<file path="src/rtl/uop_queue.sv">
// ============================================================================
// Module   : uop_queue
// Purpose  : Queue of fetched instruction pairs between fetch and decode.
//            The FIFO holds up to DEPTH pairs behind a registered output
//            stage. A pair is pushed when prev_valid=1 and stalled=0, and
//            popped when valid=1 and next_stalled=0. The clear input flushes
//            the queue. The reset input has priority over everything else.
// Config   : UOP_QUEUE_BYPASS_EN - when defined, a pair pushed into an empty
//            queue goes straight into a loadable output register. This gives
//            1-cycle latency instead of 2.
// Ports    : clk, reset (sync, active-high), clear (flush)
//            prev_valid, instruction_1, instruction_2   - upstream pair
//            stalled                                    - upstream back-pressure
//            next_stalled                               - downstream back-pressure
//            valid, out_instruction_1, out_instruction_2 - output pair
//            count                                      - pairs held in FIFO
// Revision : 1.0 - initial release
// ============================================================================
`default_nettype none

package uop_queue_pkg;
  typedef struct packed {
    logic [31:0] instruction;
    logic [3:0]  branch_tag;
  } fetched_instruction;
endpackage

module uop_queue
  import uop_queue_pkg::*;
#(
  parameter int DEPTH = 4
) (
  input  logic                     clk,
  input  logic                     reset,
  input  logic                     clear,
  input  logic                     prev_valid,
  input  fetched_instruction       instruction_1,
  input  fetched_instruction       instruction_2,
  output logic                     stalled,
  input  logic                     next_stalled,
  output logic                     valid,
  output fetched_instruction       out_instruction_1,
  output fetched_instruction       out_instruction_2,
  output logic [$clog2(DEPTH):0]   count
);

  localparam int              AW         = $clog2(DEPTH);
  localparam int              CW         = AW + 1;
  localparam logic [CW-1:0]   FULL_COUNT = CW'(DEPTH);

  fetched_instruction mem_1 [DEPTH];
  fetched_instruction mem_2 [DEPTH];

  logic [AW-1:0] rd_ptr;
  logic [AW-1:0] wr_ptr;

  logic push;
  logic pop;
  logic loadable;
  logic fifo_rd;
  logic fifo_wr;
  logic bypass;

  assign stalled  = (count == FULL_COUNT);
  assign push     = prev_valid & ~stalled;
  assign pop      = valid & ~next_stalled;
  // The output register can take a new pair when it is empty or being drained.
  assign loadable = ~valid | pop;
  assign fifo_rd  = loadable & (count != '0);

`ifdef UOP_QUEUE_BYPASS_EN
  // An empty FIFO with a loadable output lets the incoming pair skip storage.
  assign bypass = loadable & (count == '0) & push;
`else
  assign bypass = 1'b0;
`endif

  assign fifo_wr = push & ~bypass;

  // Control state: pointers, occupancy and output valid
  always_ff @(posedge clk) begin
    if (reset) begin
      valid  <= 1'b0;
      count  <= '0;
      rd_ptr <= '0;
      wr_ptr <= '0;
    end else if (clear) begin
      valid  <= 1'b0;
      count  <= '0;
      rd_ptr <= '0;
      wr_ptr <= '0;
    end else begin
      // Power-of-two depth: pointers wrap naturally at their width.
      if (fifo_wr) wr_ptr <= wr_ptr + 1'b1;
      if (fifo_rd) rd_ptr <= rd_ptr + 1'b1;

      case ({fifo_wr, fifo_rd})
        2'b10:   count <= count + 1'b1;
        2'b01:   count <= count - 1'b1;
        default: count <= count;
      endcase

      if (loadable) valid <= fifo_rd | bypass;
    end
  end

  // Datapath: storage and output register are left uninitialised. Their
  // contents only matter when qualified by count/valid. While count is
  // non-zero and below DEPTH, the read and write slots are always distinct.
  always_ff @(posedge clk) begin
    if (fifo_wr) begin
      mem_1[wr_ptr] <= instruction_1;
      mem_2[wr_ptr] <= instruction_2;
    end
    if (fifo_rd) begin
      out_instruction_1 <= mem_1[rd_ptr];
      out_instruction_2 <= mem_2[rd_ptr];
    end else if (bypass) begin
      out_instruction_1 <= instruction_1;
      out_instruction_2 <= instruction_2;
    end
  end

endmodule

`default_nettype wire

</file>
<file path="config.mk">
export PLATFORM = sky130hd
export DESIGN_NAME = uop_queue
export DESIGN_NICKNAME = d
export VERILOG_FILES = /design/src/rtl/uop_queue.sv
export SDC_FILE = /design/constraint.sdc
export NUM_CORES = 1
export LEC_CHECK = 0
export BUFFER_PORTS_ARGS = -buffer_cell sky130_fd_sc_hd__buf_2
export CAP_MARGIN = 10
export CELL_PAD_IN_SITES_DETAIL_PLACEMENT = 0
export CELL_PAD_IN_SITES_GLOBAL_PLACEMENT = 2
export CORE_UTILIZATION = 30
export DETAILED_ROUTE_END_ITERATION = 6
export HOLD_SLACK_MARGIN = 0.06
export PLACE_DENSITY_LB_ADDON = 0.1
export SLEW_MARGIN = 20
export SYNTH_ARGS = -nofsm -noshare
export SYNTH_HDL_FRONTEND = slang
export SYNTH_SLANG_ARGS = --single-unit
</file>
<file path="constraint.sdc">
create_clock -name clk -period 7.1 [get_ports clk]
set_input_delay 1.42 -clock clk [delete_from_list [all_inputs] [get_ports clk]]
set_output_delay 1.42 -clock clk [all_outputs]
set_load 0.01 [all_outputs]
</file>
# Word level (Yosys, flattened, before mapping)
# Memories as Yosys holds them, arrays and structs flattened. A register that Yosys moved wholly into a read port is not among the register bits.
# Cells that the tools add are included.
# totals
out_inout_bits,77
inputBits,77
ramBits,288
register_bits,8
elab_cells,26
n_memories,2
# op_classes
add_sub_neg,4
eq_ne,3
bitwise,7
n_reduce_logical,3
muxes,3
# memory_table
memory,words,width,read_ports,rd_clocked_by_memory_dff,wr,line_no,source
mem_1,4,36,1,1,1,51,fetched_instruction mem_1 [DEPTH];
mem_2,4,36,1,1,1,52,fetched_instruction mem_2 [DEPTH];
# op_table
operator,count
$pmux 3 s2,1
$add 2x1->2 const B,2
$add 3x1->3 const B,1
$and 1x1->1,3
$eq 3x3->1 const B,1
$not 1->1,3
$reduce_bool 3->1,1
$sub 3x1->3 const B,1
$eq 2x1->1 const B,1
$eq 2x2->1 const B,1
$mux 1,2
$reduce_bool 2->1,1
$reduce_or 2->1,1
$or 1x1->1,1

# Longest topological paths before layout
# logic_depth
word_depth,6
mapped_depth,10
ltp_nobuf,9

# Least setup slack after synthesis
# OpenSTA, ideal clock, no wires.
# synth_timing
kind,input to register
from,input port next_stalled
to,register count[2]
required_ps,7030
path_buffers,0
cell_stages,8
setup_ps,70
arrival_ps,6213
slack_ps,817
cell_sequence,and2_1 nor2_1 ha_1 inv_1 fa_1 xor2_1 or3_1 a21oi_1
# synth_via
elab_chain_cells,6
word_cells_on_any_way,8
classes_between,2 x eq/ne; 1 x mux; 4 x bitwise; 1 x reduce/logical
# synth_lines
element,line_no,source
start: declaration,40,"input logic next_stalled,"
$not 1->1 (*),66,assign pop = valid & ~next_stalled;
$and 1x1->1 (*),66,
$or 1x1->1 (*),68,assign loadable = ~valid | pop;
$and 1x1->1 (*),69,assign fifo_rd = loadable & (count != '0);
named net fifo_rd,60,logic fifo_rd;
$eq 2x1->1 / $eq 2x2->1 (equally long branches),97,"case ({fifo_wr, fifo_rd})"
$pmux 3 s2 / $reduce_bool 2->1 (equally long branches),-,
end signal: assignment,98,2'b10: count <= count + 1'b1;
end signal: assignment,99,2'b01: count <= count - 1'b1;
end signal: assignment,100,default: count <= count;
end: declaration,44,output logic [$clog2(DEPTH):0] count
# The timed path passes the listed nets; every way through them passes the cells marked *.
# A chain may end at the register's enable or synchronous reset.

# Final worst setup path
# Ends and elaborated chain as after synthesis.

==> results.yml <==
worst_setup_path:
  reg2reg_depth: 8
  critPathCapture: "count[2]"
  crit_family: "simple AND/OR/NAND/NOR gates"
  reg2reg_from: "count[2]"
  end_kind: "register"
  r2r_slack_ns: 4.39
  path_max_fanout: 25
  worstSetupStartpointType: "input pin"
  cp_num_buf_inv: 2
  critPathLaunch: "next_stalled"
  worstPathRequired_ns: 7.57
  r2r_end: "count[2]"
  slowest_stage: "nor2_4"
  cp.depth: 9
  critPathKind: "input pin to register"
  path_cells: "buf_2, and2_1, nor2_4, ha_1, inv_1, fa_1, xor2_1, or3_1, a21oi_1"
  critPathMaxStageDelay_ns: 0.74
  worstPathArrival_ns: 3.84
floorplan:
  dieArea_mm2: 0.04422
  start_util_pct: 30.76
  io_pins: 154
  die_h_um: 210.3
  die_w_um: 210.3
  coreArea_mm2: 0.04232
  rows: 75
finish:
  layout_common_cells: "edfxtp_1 (360), buf_2 (153), mux4_2 (72)"
  nNetsFinal: 772
  seq_area_mm2: 0.01098
  drive_above_1_share_pct: 41.53
  final_cells: 1299
  syn_to_final_growth_pct: 21.24
  multi_input_area_mm2: 0.001934
  layout_commonest_cell: "edfxtp_1"
  n_fill_cell: 3879
global_route:
  antenna_found_initial: 5
  grt_max_degree: 63
  grt_pass1_wl_um: 39460
  grt_usage_pct: 12.32
  grt-ovfl-total: 0
  grt_pass1_vias: 6291
cts:
  cts_buffers: 40
  clockBufferDepth: 3
  postCtsSetupBuffers: 0
  cts_root_buffer: "clkbuf_16"
  tritoncts: "done"
  path_clk_slew_ns: 0.06
  holdBufCountCts: 0
  h-tree-depth: 2
  cts_sinks: 368
  post_cts_resized: 0
  insertion_delay_ns: 0.54
synth:
  synth_area_leaders: "edfxtp_1 (83%), mux4_2 (12%), dfxtp_1 (1.2%), ha_1 (0.48%), buf_4 (0.35%)"
  yosysTopAreaCell: "edfxtp_1"
  yosysWarnings: 0
  avgSynthCellArea_um2: 25.77
  syn_area_mm2: 0.01302
  syn_inst: 505
  ys_seq_elements: 368
  synth_cell_types: 29
  synth_nets: 588
  ys_seq_area_share_pct: 84.28
  synthDominantCellAreaShare_pct: 83.05
flow_run:
  drv_cap: 0
timing:
  fin_crit_sh_pct: 47.49
  fin_tns_setup_ns: 0
  drv_slew: 0
  clock_skew_ns: 0.02040
  setup_viol: 0
  rsz0062_at_grt: "false"
  whs_ns: 0.4700
  final_hold_viol_count: 0
  period_minus_slack_ns: 3.372
  maxSlewHeadroom_pct: 30.60
  tightest_slew_ns: 1.041
  max_freq_ghz: 0.2966
routing:
  finalWirelength_um: 26900
  drt_iter0_drc: 251
  drc: 0
  antenna_left: 0
  first_pass_iters: 4
  vias: 5737
  post_drt_wl_per_cell_um: 20.71
  viasPerCell: 4.416
power:
  p_comb_share_pct: 6.0
  ir_drop_mv: 0.1434
  p_sw_share_pct: 21.09
  power_frac_seq_pct: 52.5
  p_leak_nw: 5.160
  power.density_mw_per_mm2: 309.3
  clkPwrFrac_pct: 41.5
  internal_power_mw: 3.852
  p_sw_mw: 1.030
place:
  placement.io_buffers: 153
  gp_congestion: 0.6456
  dpl.hpwl_um: 15290
  dp_cells: 1224
status:
  status: "completed"
hold_path:
  min_path_type: "register to register"
==> worst min-delay path by stage <==
stage	cells after the start	endpoint	slack, ns	startpoint
after floorplan	2	valid	0.48	valid
after global placement	2	valid	0.46	valid
after detailed placement	2	valid	0.46	valid
after CTS	2	valid	0.47	valid
after global routing	2	valid	0.49	valid
final	2	valid	0.47	valid
==> cells in the mapped netlist <==
cell type and instances:
dfxtp_1 8, or3_1 3, and2_1 1, o21ai_0 2
o311ai_0 1, xor2_1 2, nand3_1 1, buf_2 5
o41ai_1 1, o31ai_2 1, and2_4 1, or3b_1 1
inv_1 8, and3_2 4, a21oi_1 5, fa_1 1
nor2_1 5, edfxtp_1 360, nand4_1 1, ha_1 5
a21o_1 1, nand2_1 1, buf_6 1, or2_2 1
nor3_1 1, clkbuf_1 4, buf_1 2, buf_4 6
mux4_2 72
==> power groups by stage <==
| stage | Sequential, mW | Combinational (mW) | Clock (mW) |
|---|---|---|---|
| after floorplan | 2.62 | 0.139 | 0 |
| after global placement | 2.61 | 0.300 | 0 |
| after detailed placement | 2.61 | 0.308 | 0 |
| after CTS | 2.57 | 0.307 | 2.09 |
| after global routing | 2.57 | 0.324 | 2.17 |
| final | 2.56 | 0.295 | 2.02 |
==> final cells by class <==
class / count / area share, %
repair buffers: 160 / 5.185
well taps: 577 / 4.575
flip-flops and latches: 368 / 69.56
multi-input cells: 111 / 12.26
diodes: 2 / 0.03171
clock inverters: 19 / 1.126
clock buffers: 54 / 7.072
inverters: 8 / 0.1903
==> state kept, by name, indices dropped and copies added (netlist names) <==
| name | flops |
|---|---|
| mem_1 | 144 |
| mem_2 | 144 |
| out_instruction_1 | 36 |
| wr_ptr | 2 |
| out_instruction_2 | 36 |
| rd_ptr | 2 |
| valid | 1 |
| count | 3 |
==> per-layer routing <==
metal / wire (um) / track usage [%]
met5: 42 / 0
met2: 13450 / 20.58
met1: 11410 / 15.42
met3: 1496 / 3.546
met4: 501 / 3.952
==> worst register-to-register path, stage by stage, from the launching register on <==
cell	delay (ns)
dfxtp_1	0.39
nor3_1	0.16
nor2_4	0.73
ha_1	0.32
inv_1	0.07
fa_1	0.37
xor2_1	0.17
or3_1	0.31
a21oi_1	0.14
==> logic make-up after synthesis <==
family / synth area share (%)
compound gates: 0.5575
mux: 12.46
xor+xnor: 0.1346
buf+inv: 1.028
flops: 84.28
simple gates: 0.9036
fa+ha+maj: 0.6344
==> stage by stage <==
step                      power [mW]  setup slack, ns  utilization (%)  instance area, um2
after floorplan                2.760           0.8172                -               13020
after global placement         2.910            3.112            34.22               14480
after detailed placement       2.920            3.067            34.22               14480
after CTS                      4.968            3.655            37.28               15780
after global routing           5.068            3.565            37.28               15780
final                          4.882            3.728            37.29               15780
Note: power is estimated with default switching activity, not from simulation.
